===== src/rtl/mux16_arbiter_pkg.sv =====
// Shared constants for the mux16 round-robin arbiter.
package mux16_arbiter_pkg;

    localparam int WIDTH = 16;

    localparam logic SEL_X = 1'b0;
    localparam logic SEL_Y = 1'b1;

    localparam logic [WIDTH-1:0] OUT_RST      = 16'h0000;
    localparam logic             LAST_SEL_RST = SEL_Y;

endpackage


===== src/rtl/mux16_arbiter_mux16.sv =====
// mux16: 16-bit two-way data multiplexer; sel=0 passes x, sel=1 passes y.
module mux16
    import mux16_arbiter_pkg::*;
(
    input  logic [WIDTH-1:0] x,
    input  logic [WIDTH-1:0] y,
    input  logic             sel,
    output logic [WIDTH-1:0] out
);

    assign out = sel ? y : x;

endmodule


===== src/rtl/mux16_arbiter.sv =====
// mux16_arbiter: two-requester round-robin arbiter with a single-entry
// registered output stage in front of the shared 16-bit consumer bus.
// Optional grant counters are built when MUX16_ARBITER_GRANT_CNT_EN is defined.
module mux16_arbiter
    import mux16_arbiter_pkg::*;
#(
    parameter int CNT_W = 8
) (
    input  logic             clk,
    input  logic             reset,
    input  logic             x_valid,
    input  logic [WIDTH-1:0] x_data,
    output logic             x_ready,
    input  logic             y_valid,
    input  logic [WIDTH-1:0] y_data,
    output logic             y_ready,
    output logic             sel,
    output logic             out_valid,
    output logic [WIDTH-1:0] out_data,
    output logic             out_src,
    input  logic             out_ready
`ifdef MUX16_ARBITER_GRANT_CNT_EN
    ,
    output logic [CNT_W-1:0] x_cnt,
    output logic [CNT_W-1:0] y_cnt
`endif
);

    logic             last_sel;
    logic             grant;
    logic             load;
    logic             take;
    logic [WIDTH-1:0] data_mux;

    // Round-robin grant: a lone requester wins, a tie goes to the one not
    // served last, and with no requester the select parks on last_sel.
    always_comb begin
        // NOTE: assigning the default before the case keeps every path driven, so no latch is inferred.
        grant = last_sel;
        case ({x_valid, y_valid})
            2'b10:   grant = SEL_X;
            2'b01:   grant = SEL_Y;
            2'b11:   grant = ~last_sel;
            default: grant = last_sel;
        endcase
    end

    // The register can take a word when empty or being drained; never while
    // in reset, so nothing is acknowledged that the reset would then discard.
    assign load    = !reset && (!out_valid || out_ready);
    assign x_ready = load && x_valid && (grant == SEL_X);
    assign y_ready = load && y_valid && (grant == SEL_Y);
    assign take    = x_ready || y_ready;
    assign sel     = grant;

    mux16 u_mux16 (
        .x   (x_data),
        .y   (y_data),
        .sel (sel),
        .out (data_mux)
    );

    // Output register: load on accept, drop valid on drain, hold under backpressure.
    always_ff @(posedge clk) begin
        // NOTE: sequential state uses non-blocking assignments so every flop samples pre-edge values.
        if (reset) begin
            out_valid <= 1'b0;
            out_data  <= OUT_RST;
            out_src   <= SEL_X;
            last_sel  <= LAST_SEL_RST;
        end else if (take) begin
            out_valid <= 1'b1;
            out_data  <= data_mux;
            out_src   <= sel;
            last_sel  <= sel;
        end else if (out_valid && out_ready) begin
            out_valid <= 1'b0;
        end
    end

`ifdef MUX16_ARBITER_GRANT_CNT_EN
    // Saturating per-requester grant counters.
    always_ff @(posedge clk) begin
        if (reset) begin
            x_cnt <= '0;
            y_cnt <= '0;
        end else begin
            if (x_ready && (x_cnt != {CNT_W{1'b1}})) x_cnt <= x_cnt + 1'b1;
            if (y_ready && (y_cnt != {CNT_W{1'b1}})) y_cnt <= y_cnt + 1'b1;
        end
    end
`endif

endmodule


===== config.mk =====
export PLATFORM = sky130hd
export DESIGN_NAME = mux16_arbiter
export DESIGN_NICKNAME = d
export VERILOG_FILES = /design/src/rtl/mux16_arbiter_pkg.sv /design/src/rtl/mux16_arbiter_mux16.sv /design/src/rtl/mux16_arbiter.sv
export SDC_FILE = /design/constraint.sdc
export NUM_CORES = 1
export LEC_CHECK = 0
export ABC_AREA = 1
export CAP_MARGIN = 20
export CORE_UTILIZATION = 25
export DETAILED_ROUTE_END_ITERATION = 7
export GPL_ROUTABILITY_DRIVEN = 0
export GPL_TIMING_DRIVEN = 0
export SLEW_MARGIN = 5
export SYNTH_ARGS = -nofsm -noshare
export SYNTH_HDL_FRONTEND = slang
export SYNTH_HIERARCHICAL = 1
export SYNTH_SLANG_ARGS = --single-unit

===== constraint.sdc =====
create_clock -name clk -period 1.5 [get_ports clk]
set_clock_uncertainty 0.2 [all_clocks]
set_input_delay 0.45 -clock clk [delete_from_list [all_inputs] [get_ports clk]]
set_output_delay 0.45 -clock clk [all_outputs]
set_load 0.005 [all_outputs]

==> results of run 1 <==
[final cells by class]
| class | count | area (sq um) |
|---|---|---|
| Sequential cell | 19 | 392 |
| Clock buffer | 4 | 45.0 |
| Multi-Input combinational cell | 126 | 669 |
| Inverter | 4 | 25.0 |
| Buffer | 6 | 80.1 |
| Timing Repair Buffer | 80 | 828 |
| Fill cell | 407 | 1980 |
| Tap cell | 50 | 62.6 |
[how the worst max path moves through the flow]
stage | startpoint | to
floorplan | out_ready | x_ready
global placement | reset | x_ready
detailed placement | reset | x_ready
CTS | out_valid$_SDFFE_PP0P_ | x_ready
global route | out_valid$_SDFFE_PP0P_ | x_ready
finish | out_valid$_SDFFE_PP0P_ | x_ready
[layer usage]
layer	part of all wire, %	global-route usage [%]	vias up
met5	0	0	-
met2	53	30.9	25
met4	0	4.79	0
li1	-	-	652
met1	44	20.9	550
met3	3.3	2.87	0
[sequential cells by signal, indices dropped and copies added (netlist names)]
signal	count
out_valid	1
last_sel	1
out_data	16
out_src	1
[through the flow]
stage          cells  util [%]
2_1_floorplan    156         -
3_3_place_gp     263      42.5
3_5_place_dp     263      42.5
4_1_cts          288      51.0
5_1_grt          289      51.4
6_report         289      51.4
[synthesized netlist by cell type, drive strengths merged]
master,number,area share (%)
nand2,67,25
nor2,33,11
dfxtp,19,35
nand3b,16,11
buf,6,7.1
nand3,5,5.1
inv,4,2.1
a21oi,3,1.4
clkbuf,1,0.35
o21a,1,0.70
o21ai,1,0.81
[power breakdown]
part | internal, uW | switching, uW | total (uW)
Sequential | 555 | 23.3 | 578
Combinational | 383 | 258 | 641
Clock | 189 | 175 | 364
Total | 1130 | 457 | 1580
[cell usage in the layout, fill, tap and decap left out, types with 2 or more instances in the layout]
cell	netlist	layout
clkbuf_1	1	2
dfxtp_1	19	12
clkdlybuf4s15_1	0	11
nand3_4	2	2
clkbuf_8	0	3
dfxtp_2	0	6
buf_2	0	5
buf_16	0	2
nand3b_1	16	16
dlygate4sd2_1	0	7
nand2_2	6	15
buf_8	0	3
nor2_1	33	32
nand3_2	1	2
buf_12	1	5
buf_6	5	10
nand2_1	61	50
nand2_4	0	2
buf_4	0	10
clkdlybuf4s50_1	0	32
[logic make-up after synthesis]
| logic type | synth area share (%) |
|---|---|
| AO/OA/AOI/OAI | 2.90 |
| buffers and inverters | 9.50 |
| flip-flops | 35.2 |
| AND/OR/NAND/NOR | 52.4 |
[repair_timing]
action / 4_1_cts / 5_1_grt
setup buffers: 19 / 2
gates cloned: 2 / 0
setup endpoints to repair: 40 / 30
resized for setup: 83 / 13
pin swaps: 29 / 3
[critical path, delay by kind of cell, from the launching register on]
family / cells / cell delay (ps)
AND/OR/NAND/NOR: 3 / 250
buffers and inverters: 2 / 230
flip-flops: 1 / 370
==> summary.txt, run 1 <==
status: finished with violations
failing checks: setup timing
CTS tree: yes
power per cell area: 753 mW/mm^2
crit end category: output port
maximum clock rate: 0.570 GHz
Worst Max-Slew Pin Slew: 449 ps
LEAKAGE: 0.00100 uW
Seq/Total Area, Yosys: 35.2%
maximum vdd drop: 299 uV
yosys warns: 6
post-route ant nets: 0
crit-path max cell delay: 370 ps
Placed Area: 0.00174 sq mm
Hold Slack: 238 ps
reg2reg end: out_data[11]$_SDFFE_PP0P_
Pwr Total: 1580 uW
worst path cell trace: nand2_4 -> nand3_4 -> buf_8 -> nor2_4 -> buf_2
Hold Crit Start: reset
synthesized instance count: 156
initial antenna violation count: 0
Buffers on Ports: 57
first-pass GRT wire length: 5.79 mm
clk buf depth: 2
post-layout min period: 1750 ps
Rows: 23
CP Class: reg2out
share of cells above drive strength 1: 31.0%
Critical Path AT: 1100 ps
Ports: 58
max_cap viols: 0
WL per Instance: 12.2 um
Worst Hold Class: in2reg
Die X: 67.7 um
setup TNS: -2690 ps
post-cts hold buffer count: 0
WP data required: 850 ps
CTS Buf Count: 3
clk_lat worst skew: 250 ps
Total Wirelength: 3.53 mm
Final Setup Violations: 19
hold path cells: 2
# diodes: 0
syn nets: 193
post-route setup slack: -254 ps
1st-iter DRT viols: 49
RSZ-0062 raised after global routing: true
DRT Pass-1 Iters: 4
final period utilization: 117%
Yosys reg bits: 19
number of nets in the layout: 277
CP startpoint kind: register
Overall Global Routing Usage: 17.3%
Initial Util: 26.4%
GR Overflow Total: 0
clock slew at reported path FFs: 70 ps
r2r startpoint: last_sel$_SDFFE_PP1P_
Layout area overhead: 94.7%
Die ar.: 0.00459 sq mm
core area: 0.00409 sq mm
H-tree Lvls: 1
Final Max Slew Viols: 0
cell at the slowest stage of the critical path: dfxtp_4
syn_area_per_cell: 6.92 sq um
drc violations: 0
slew margin rel.: 70.0%
reg2reg setup slack: -160 ps
maximum number of pins on one net before global-route repair: 11
vias post-DR: 1,227
dpl hpwl: 2.17 mm
die height: 67.7 um
vias in the first global route: 1,236
Final Hold Viols: 0
crit-path max FO: 3
mapped cell area: 0.00108 sq mm
Final Cell Area: 0.00210 sq mm
Unique masters post-synth: 17
worst r2r path cells: 11
Via density: 4.25
Min-Delay Endpoint: out_src$_SDFFE_PP0P_
dpl ws: -1190 ps
clk root buf: clkbuf_8
Clock Sinks: 19
Note: power is estimated with default switching activity, not from simulation.
==> inputs of run 2 (changes only) <==
--- a/config.mk
+++ b/config.mk
@@ -7,6 +7,7 @@
 export LEC_CHECK = 0
 export ABC_AREA = 1
 export CAP_MARGIN = 20
+export CORE_MARGIN = 8
 export CORE_UTILIZATION = 25
 export DETAILED_ROUTE_END_ITERATION = 7
 export GPL_ROUTABILITY_DRIVEN = 0
==> run 2 against run 1 <==
The flow still finishes with violations (setup timing). Fmax rose by 4.9%. Sequential power barely moved. Register-to-register slack improved by 90 ps. Setup slack improved by 81 ps. Design area fell by 5.5%. Wire length rose by 5.6%. Clock power rose by 2%. Cell count fell by 1.0%. First-iteration DRC count fell by 6.1%. Critical path depth fell by 1. Power fell by 3.3%. Largest power group unchanged.
==> summary.txt, run 2 (same netlist as run 1, synthesis figures left out) <==
Layout area overhead: 83.9%
DRT Pass-1 Iters: 4
most frequent cells in the layout: nand2_1 (55), nor2_1 (32), clkdlybuf4s50_1 (32)
Placed Area: 0.00174 sq mm
Die X: 81.7 um
Ports: 58
commonest non-fill, non-tap cell in the layout: nand2_1
slew margin rel.: 68.1%
Initial Util: 25.3%
Via density: 4.29
Final Max Slew Viols: 0
Inst Count DP: 265
clk buf depth: 2
worst r2r path cells: 10
Worst Max-Slew Pin Slew: 478 ps
1st-iter DRT viols: 46
maximum vdd drop: 258 uV
drc violations: 0
WL per Instance: 13.0 um
Setup crit start: out_valid$_SDFFE_PP0P_
critical path depth: 4
Critical Path Sink: x_ready
CTS tree: yes
Fill cells: 458
first-pass GRT wire length: 5.80 mm
die height: 81.7 um
clk root buf: clkbuf_8
dpl hpwl: 2.52 mm
CTS Buf Count: 3
CP top delay family: flip-flops
final period utilization: 112%
Rows: 24
worst path cell trace: nand2_4 -> nand3_4 -> nor2_4 -> buf_2
GR Overflow Total: 0
vias in the first global route: 1,224
Critical Path AT: 1020 ps
max_cap viols: 0
post-cts hold buffer count: 0
CP Class: reg2out
Worst Hold Class: in2reg
crit-path max cell delay: 370 ps
Cell Count, Final, Fillers Out: 286
met3 Resource Use GR: 1.64%
status: finished with violations
post-layout min period: 1670 ps
clock slew at reported path FFs: 80 ps
RSZ-0062 raised after global routing: true
number of nets in the layout: 272
fin util: 46.6%
WP data required: 850 ps
Buf/Inv on CP: 1
maximum number of pins on one net before global-route repair: 13
clk_lat worst skew: 260 ps
Die ar.: 0.00668 sq mm
Total Wirelength: 3.73 mm
Final Setup Violations: 9
crit-path max FO: 3
cell at the slowest stage of the critical path: dfxtp_4
H-tree Lvls: 1
power per cell area: 771 mW/mm^2
LEAKAGE: 0.000939 uW
CP startpoint kind: register
Final Hold Viols: 0
# diodes: 0
Clock Sinks: 19
failing checks: setup timing
vias post-DR: 1,228
number of flip-flops in the largest register: 16
crit end category: output port
Overall Global Routing Usage: 11.2%
core area: 0.00426 sq mm
initial antenna violation count: 0
routing usage on met1: 13.0%
reg2reg end: out_data[7]$_SDFFE_PP0P_
largest reg by FF count: out_data
met2 Usage GRT: 20.0%
Final Cell Area: 0.00199 sq mm
reg2reg setup slack: -70 ps
post-route ant nets: 0
maximum clock rate: 0.598 GHz
Buffers on Ports: 57
post-route setup slack: -173 ps
share of cells above drive strength 1: 30.8%
r2r startpoint: last_sel$_SDFFE_PP1P_
Hold Slack: 247 ps
Top Usage Layer GRT: met2
## run 2: cell count changes in the layout (fill, tap and decap cells not counted), sizes merged
cell           change
clkinvlp           +1
dlygate4sd2        -6
clkbuf             +2
buf                -4
clkdlybuf4s15      +2
## run 2: how the worst min path moves through the flow
stage	start	cells after the start	to
finish	reset	2	out_valid$_SDFFE_PP0P_
global route	reset	2	out_valid$_SDFFE_PP0P_
CTS	reset	2	out_valid$_SDFFE_PP0P_
detailed placement	out_src$_SDFFE_PP0P_	2	out_src$_SDFFE_PP0P_
global placement	out_src$_SDFFE_PP0P_	2	out_src$_SDFFE_PP0P_
floorplan	out_src$_SDFFE_PP0P_	2	out_src$_SDFFE_PP0P_
## run 2: where the power goes
| part | internal (uW) | switching, uW | total [uW] |
|---|---|---|---|
| logic | 337 | 244 | 581 |
| clock network | 187 | 184 | 371 |
| registers | 555 | 23.0 | 579 |
## run 2: worst reg2reg max path, stage by stage, from the launching register on
cell	delay (ps)
dfxtp_2	340
nand2_2	80
o21a_4	160
buf_6	160
inv_8	50
buf_12	130
buf_12	130
nand2_1	50
nand2_1	50
nor2_1	80
nor2_1	50
## run 2: repair_timing
item	CTS	global route
buffers inserted	14	4
endpoints found under the setup margin	40	35
gates resized for setup	73	27
pin swaps	26	4
gates cloned	2	0
## run 2: area by class of cell
class / count / area [sq um] / share of cell area [%]
timing repair buffer: 76 / 738 / 37.2
multi-input combinational: 126 / 648 / 32.6
sequential: 19 / 394 / 19.8
buffer: 5 / 66.3 / 3.34
tap: 52 / 65.1 / 3.28
clock buffer: 3 / 41.3 / 2.08
inverter: 4 / 25.0 / 1.26
clock inverter: 1 / 7.51 / 0.378
## run 2: stage by stage
step / setup TNS [ps] / total power (uW) / worst slack [ps]
after floorplan: -40.1 / 831 / -34.7
after global placement: -14450 / 1080 / -1230
after detailed placement: -14370 / 1080 / -1220
after CTS: -1380 / 1540 / -248
after global routing: -1710 / 1630 / -239
final: -767 / 1530 / -173
## run 2: per-layer routing
| layer | part of all wire, % | up-vias |
|---|---|---|
| li1 | - | 646 |
| met1 | 41 | 556 |
| met2 | 54 | 24 |
| met3 | 4.1 | 2 |
| met4 | 0.86 | 0 |
| met5 | 0 | - |
==> inputs of run 3 (changes only) <==
==> constraint.sdc (replaced) <==
create_clock -name clk -period 1.5 [get_ports clk]
set_clock_uncertainty 0.2 [all_clocks]
set_input_delay 0.45 -clock clk [delete_from_list [all_inputs] [get_ports clk]]
set_output_delay 0.45 -clock clk [all_outputs]
set_load 0.02 [all_outputs]
==> run 3 against run 2 <==
The run still ends with setup timing left. Sequential power barely moved. Critical path depth shrank 1. First-iteration DRC count is 4.3% lower. Combinational power up 7.4%. Power up 2.1%. Cell count shrank 1.0%. Wire length shrank 3.3%.
==> summary.txt, run 3 (same netlist as run 1, synthesis figures left out) <==
first-pass GRT wire length: 5.66 mm
vias post-DR: 1,192
clock slew at reported path FFs: 70 ps
failing checks: setup timing
final period utilization: 114%
Buffers on Ports: 57
Overall Global Routing Usage: 10.9%
number of flip-flops in the largest register: 16
drc violations: 0
Hold Slack: 275 ps
GR Overflow Total: 0
slew margin rel.: 84.7%
clk buf depth: 2
H-tree Lvls: 1
worst r2r path cells: 10
CP Class: reg2out
commonest non-fill, non-tap cell in the layout: nand2_1
die height: 81.7 um
Via density: 4.21
largest reg by FF count: out_data
crit-path max FO: 3
Fill cells: 475
Total Wirelength: 3.61 mm
maximum vdd drop: 359 uV
Final Hold Viols: 0
initial antenna violation count: 0
switch share: 32.2%
CP startpoint kind: register
maximum clock rate: 0.586 GHz
Initial Util: 25.3%
Cell Count, Final, Fillers Out: 283
vias in the first global route: 1,151
Sequential Power Share: 36.9%
share of cells above drive strength 1: 34.2%
dpl hpwl: 2.60 mm
WL per Instance: 12.7 um
most frequent cells in the layout: nand2_1 (50), nor2_1 (32), clkdlybuf4s50_1 (32)
CTS tree: yes
Final Setup Violations: 9
status: finished with violations
LEAKAGE: 0.000939 uW
1st-iter DRT viols: 44
Psw: 503 uW
Die X: 81.7 um
Layout area overhead: 80.9%
post-layout min period: 1710 ps
WP data required: 850 ps
Final Max Slew Viols: 0
Inst Count DP: 265
post-route ant nets: 0
power per cell area: 800 mW/mm^2
crit end category: output port
Ports: 58
clock network power share: 23.2%
DRT Pass-1 Iters: 4
CTS Buf Count: 3
# diodes: 0
max_cap viols: 0
post-route setup slack: -205 ps
number of nets in the layout: 269
Worst Max-Slew Pin Slew: 228 ps
Pint: 1060 uW
clk_lat worst skew: 260 ps
Rows: 24
Worst Hold Class: reg2reg
RSZ-0062 raised after global routing: true
Die ar.: 0.00668 sq mm
combinational power share: 40.0%
clk root buf: clkbuf_8
hold path cells: 2
core area: 0.00426 sq mm
Critical Path AT: 1060 ps
maximum number of pins on one net before global-route repair: 11
Clock Sinks: 19
[run 3: power groups by stage]
stage          clock (uW)  sequential (uW)  combinational [uW]
2_1_floorplan           0              644                 259
3_3_place_gp            0              588                 571
3_5_place_dp            0              590                 576
4_1_cts               372              577                 583
5_1_grt               387              583                 681
6_report              362              576                 624
[run 3: what timing repair did]
item	CTS	global route
gates cloned	1	1
hold endpoints to repair	0	0
pin swaps	5	17
setup buffers	8	7
hold buffers	0	0
setup endpoints to repair	40	21
gates resized for setup	109	26
[run 3: stage by stage]
stage	utilization (%)	power, uW	area (sq um)	setup TNS, ps	worst slack [ps]
4_1_cts	43.8	1530	1870	-1320	-248
3_5_place_dp	41.9	1170	1790	-16800	-1370
3_3_place_gp	41.9	1160	1790	-16770	-1380
5_1_grt	45.8	1650	1950	-1650	-267
6_report	45.8	1560	1950	-1070	-205
2_1_floorplan	-	904	1150	-71.3	-67.4
[run 3: path summary, 6_finish.rpt]
path | end | from | slack [ps]
setup / recovery | x_ready | last_sel$_SDFFE_PP1P_ | -210
hold / removal | out_src$_SDFFE_PP0P_ | out_src$_SDFFE_PP0P_ | 270
setup reg to reg | out_data[5]$_SDFFE_PP0P_ | last_sel$_SDFFE_PP1P_ | -80
hold reg to reg | out_src$_SDFFE_PP0P_ | out_src$_SDFFE_PP0P_ | 270
[run 3: cell type report]
cell class | instances | area (sq um) | area share, %
Tap cell | 52 | 65.1 | 3.33
Clock buffer | 4 | 45.0 | 2.31
Buffer | 4 | 47.5 | 2.43
Inverter | 4 | 47.5 | 2.43
Multi-Input combinational cell | 126 | 692 | 35.4
Timing Repair Buffer | 74 | 668 | 34.2
Sequential cell | 19 | 388 | 19.9
[run 3: worst max-delay path, cell delays in order, from the launching register on]
cell and delay, ps:
dfxtp_4 360, o21a_4 240, nor2_4 80, buf_6 120
[run 3: routing by layer]
layer | share of wire (%) | vias up | GRT usage, %
li1 | - | 636 | -
met1 | 43 | 525 | 13.1
met2 | 52 | 26 | 18.7
met3 | 3.8 | 5 | 1.64
met4 | 1.6 | 0 | 4.74
met5 | 0 | - | 0
==> RTL edit (config.mk and constraints of run 3) <==
Build with the macro `MUX16_ARBITER_GRANT_CNT_EN` defined.
--- a/src/rtl/mux16_arbiter.sv
+++ b/src/rtl/mux16_arbiter.sv
@@ -3,2 +3,4 @@
 // Optional grant counters are built when MUX16_ARBITER_GRANT_CNT_EN is defined.
+`define MUX16_ARBITER_GRANT_CNT_EN
+
 module mux16_arbiter
Formal check against the unedited RTL (old outputs only; new: x_cnt and y_cnt): equivalent (Yosys induction, for registers that start in step).
==> RTL edit against run 3 <==
The flow still finishes with violations (negative setup slack); wire length increased by 79%; synthesized cell count increased by 85%; total power rose by 64%; area after synthesis grew 74%; register-to-register slack worse by 0.16 ns; sequential cell count increased by 16; setup slack worse by 0.087 ns; cell area increased by 72%.
==> RTL edit: results <==
group,metric,value,unit
outcome,outcome,"finished, violations left",
outcome,violations,"negative setup slack",
synthesis,yosysUniqueCellTypes,26,
cts,h-tree-depth,2,
power,peakVddDrop,316,uV
setup_path,cp_max_fo,3,
drt,first_iter_violations,48,
synthesis,yosysSeqAreaShare,0.374,
sta,worst_pin_slew,0.617,ns
cts,clockBufferDepth,2,
worst_hold_path,hold_path.class,"in -> reg",
cts,cts_root_buf,"clkbuf_8",
grt,grt_pass1_vias,2149,
synthesis,yosys-top-cells-count,"nand2_1 (96), nor2_1 (54), dfxtp_1 (35), inv_1 (20), o21ai_0 (18)",
layout,diodes,0,
cts,clk_latency,0.28,ns
cts,path_clk_slew,0.07,ns
synthesis,yosys_warnings,6,
setup_path,arrival,1.14,ns
synthesis,synthFlopType,"dfxtp_1",
layout,drive_gt1_frac,0.425,
power,power.static_leakage,0.00151,uW
layout,largestRegisters,"out_data: 16 flops, x_cnt: 8 flops, y_cnt: 8 flops",
synthesis,synth_nets,327,
place,portBuffers,73,
layout,fillers,763,
grt,grt_max_degree,11,
drt,avgRoutedWirePerCell,12.9,microns
sta,fin_ws,-0.292,ns
sta,setup_viol,19,
cts,cts_buffers,5,
grt,grt_usage,0.123,
place,dp_slack,-1.30,ns
setup_path,reg2reg_slack,-0.24,ns
drt,vias_per_cell,4.32,
sta,setup_tns,-4.20,ns
grt,grt_antenna_before_repair,1,
synthesis,async_reset_ff_frac,0,
synthesis,synth.area.top_cells,"dfxtp_1 (37%), nand2_1 (19%), nor2_1 (11%), o21ai_0 (4.8%), inv_1 (4.0%)",
place,post-dp-hpwl,4250,microns
layout,nets,440,
drt,dr.pass1.iters,4,
grt,grt_pass1_wl,10200,microns
[RTL edit: power breakdown]
group / leakage, uW / switching, uW / internal (uW)
clock network: 0.0000515 / 342 / 419
registers: 0.000299 / 38.2 / 970
logic: 0.00116 / 396 / 398
[RTL edit: per-layer routing]
layer | share of wire | vias up | routed length [microns] | GRT usage
li1 | - | 1135 | - | -
met1 | 0.40 | 970 | 2570 | 0.133
met2 | 0.51 | 52 | 3300 | 0.213
met3 | 0.081 | 7 | 525 | 0.0547
met4 | 0.0067 | 2 | 43 | 0.0305
met5 | 0.0020 | - | 13 | 0
[RTL edit: path summary, 6_finish.rpt]
kind,startpoint,endpoint,cells past startpoint
setup / recovery,last_sel$_SDFFE_PP1P_,sel,5
setup reg to reg,last_sel$_SDFFE_PP1P_,out_data[5]$_SDFFE_PP0P_,12
hold reg to reg,out_src$_SDFFE_PP0P_,out_src$_SDFFE_PP0P_,2
hold / removal,reset,y_cnt[7]$_SDFFE_PP0P_,2
[RTL edit: critical path, stage by stage (launching register included)]
cell and delay (ns):
dfxtp_4 0.38, nand2_8 0.07, inv_6 0.03, nor2_4 0.14, buf_6 0.13, buf_6 0.11
[RTL edit: timing repair]
item,CTS,global route
pin swaps,24,32
hold endpoints to repair,0,0
resized for setup,232,62
setup buffers,16,19
endpoints found under the setup margin,72,50
gates cloned,3,1
[RTL edit: final cells by class]
cell class                      instances  area [sq um]  area share
Buffer                                  7          71.3      0.0212
Clock buffer                            8           100      0.0298
Inverter                               23           114      0.0338
Multi-Input combinational cell        222          1250       0.373
Sequential cell                        35           756       0.225
Tap cell                               99           124      0.0368
Timing Repair Buffer                  107           945       0.281
[RTL edit: metrics by stage]
step	area, sq um	hold WS [ns]	instances	power, uW	utilization
global route	3360	0.166	501	2700	0.464
global placement	2780	0.252	460	1650	0.383
finish	3360	0.168	501	2560	0.464
detailed placement	2780	0.259	460	1660	0.383
CTS	3090	0.260	486	2510	0.426
floorplan	1930	0.319	288	1370	-
[RTL edit: cell families (layout without fill, tap and decap cells)]
kind of cell,count (synthesis),after routing,share of synthesized area
AND/OR/NAND/NOR,182,183,0.412
flip-flops,35,35,0.374
AO/OA/AOI/OAI,33,33,0.0881
buffers and inverters,32,145,0.0947
XOR/XNOR,4,4,0.0187
adder cells (fa/ha/maj),2,2,0.0133
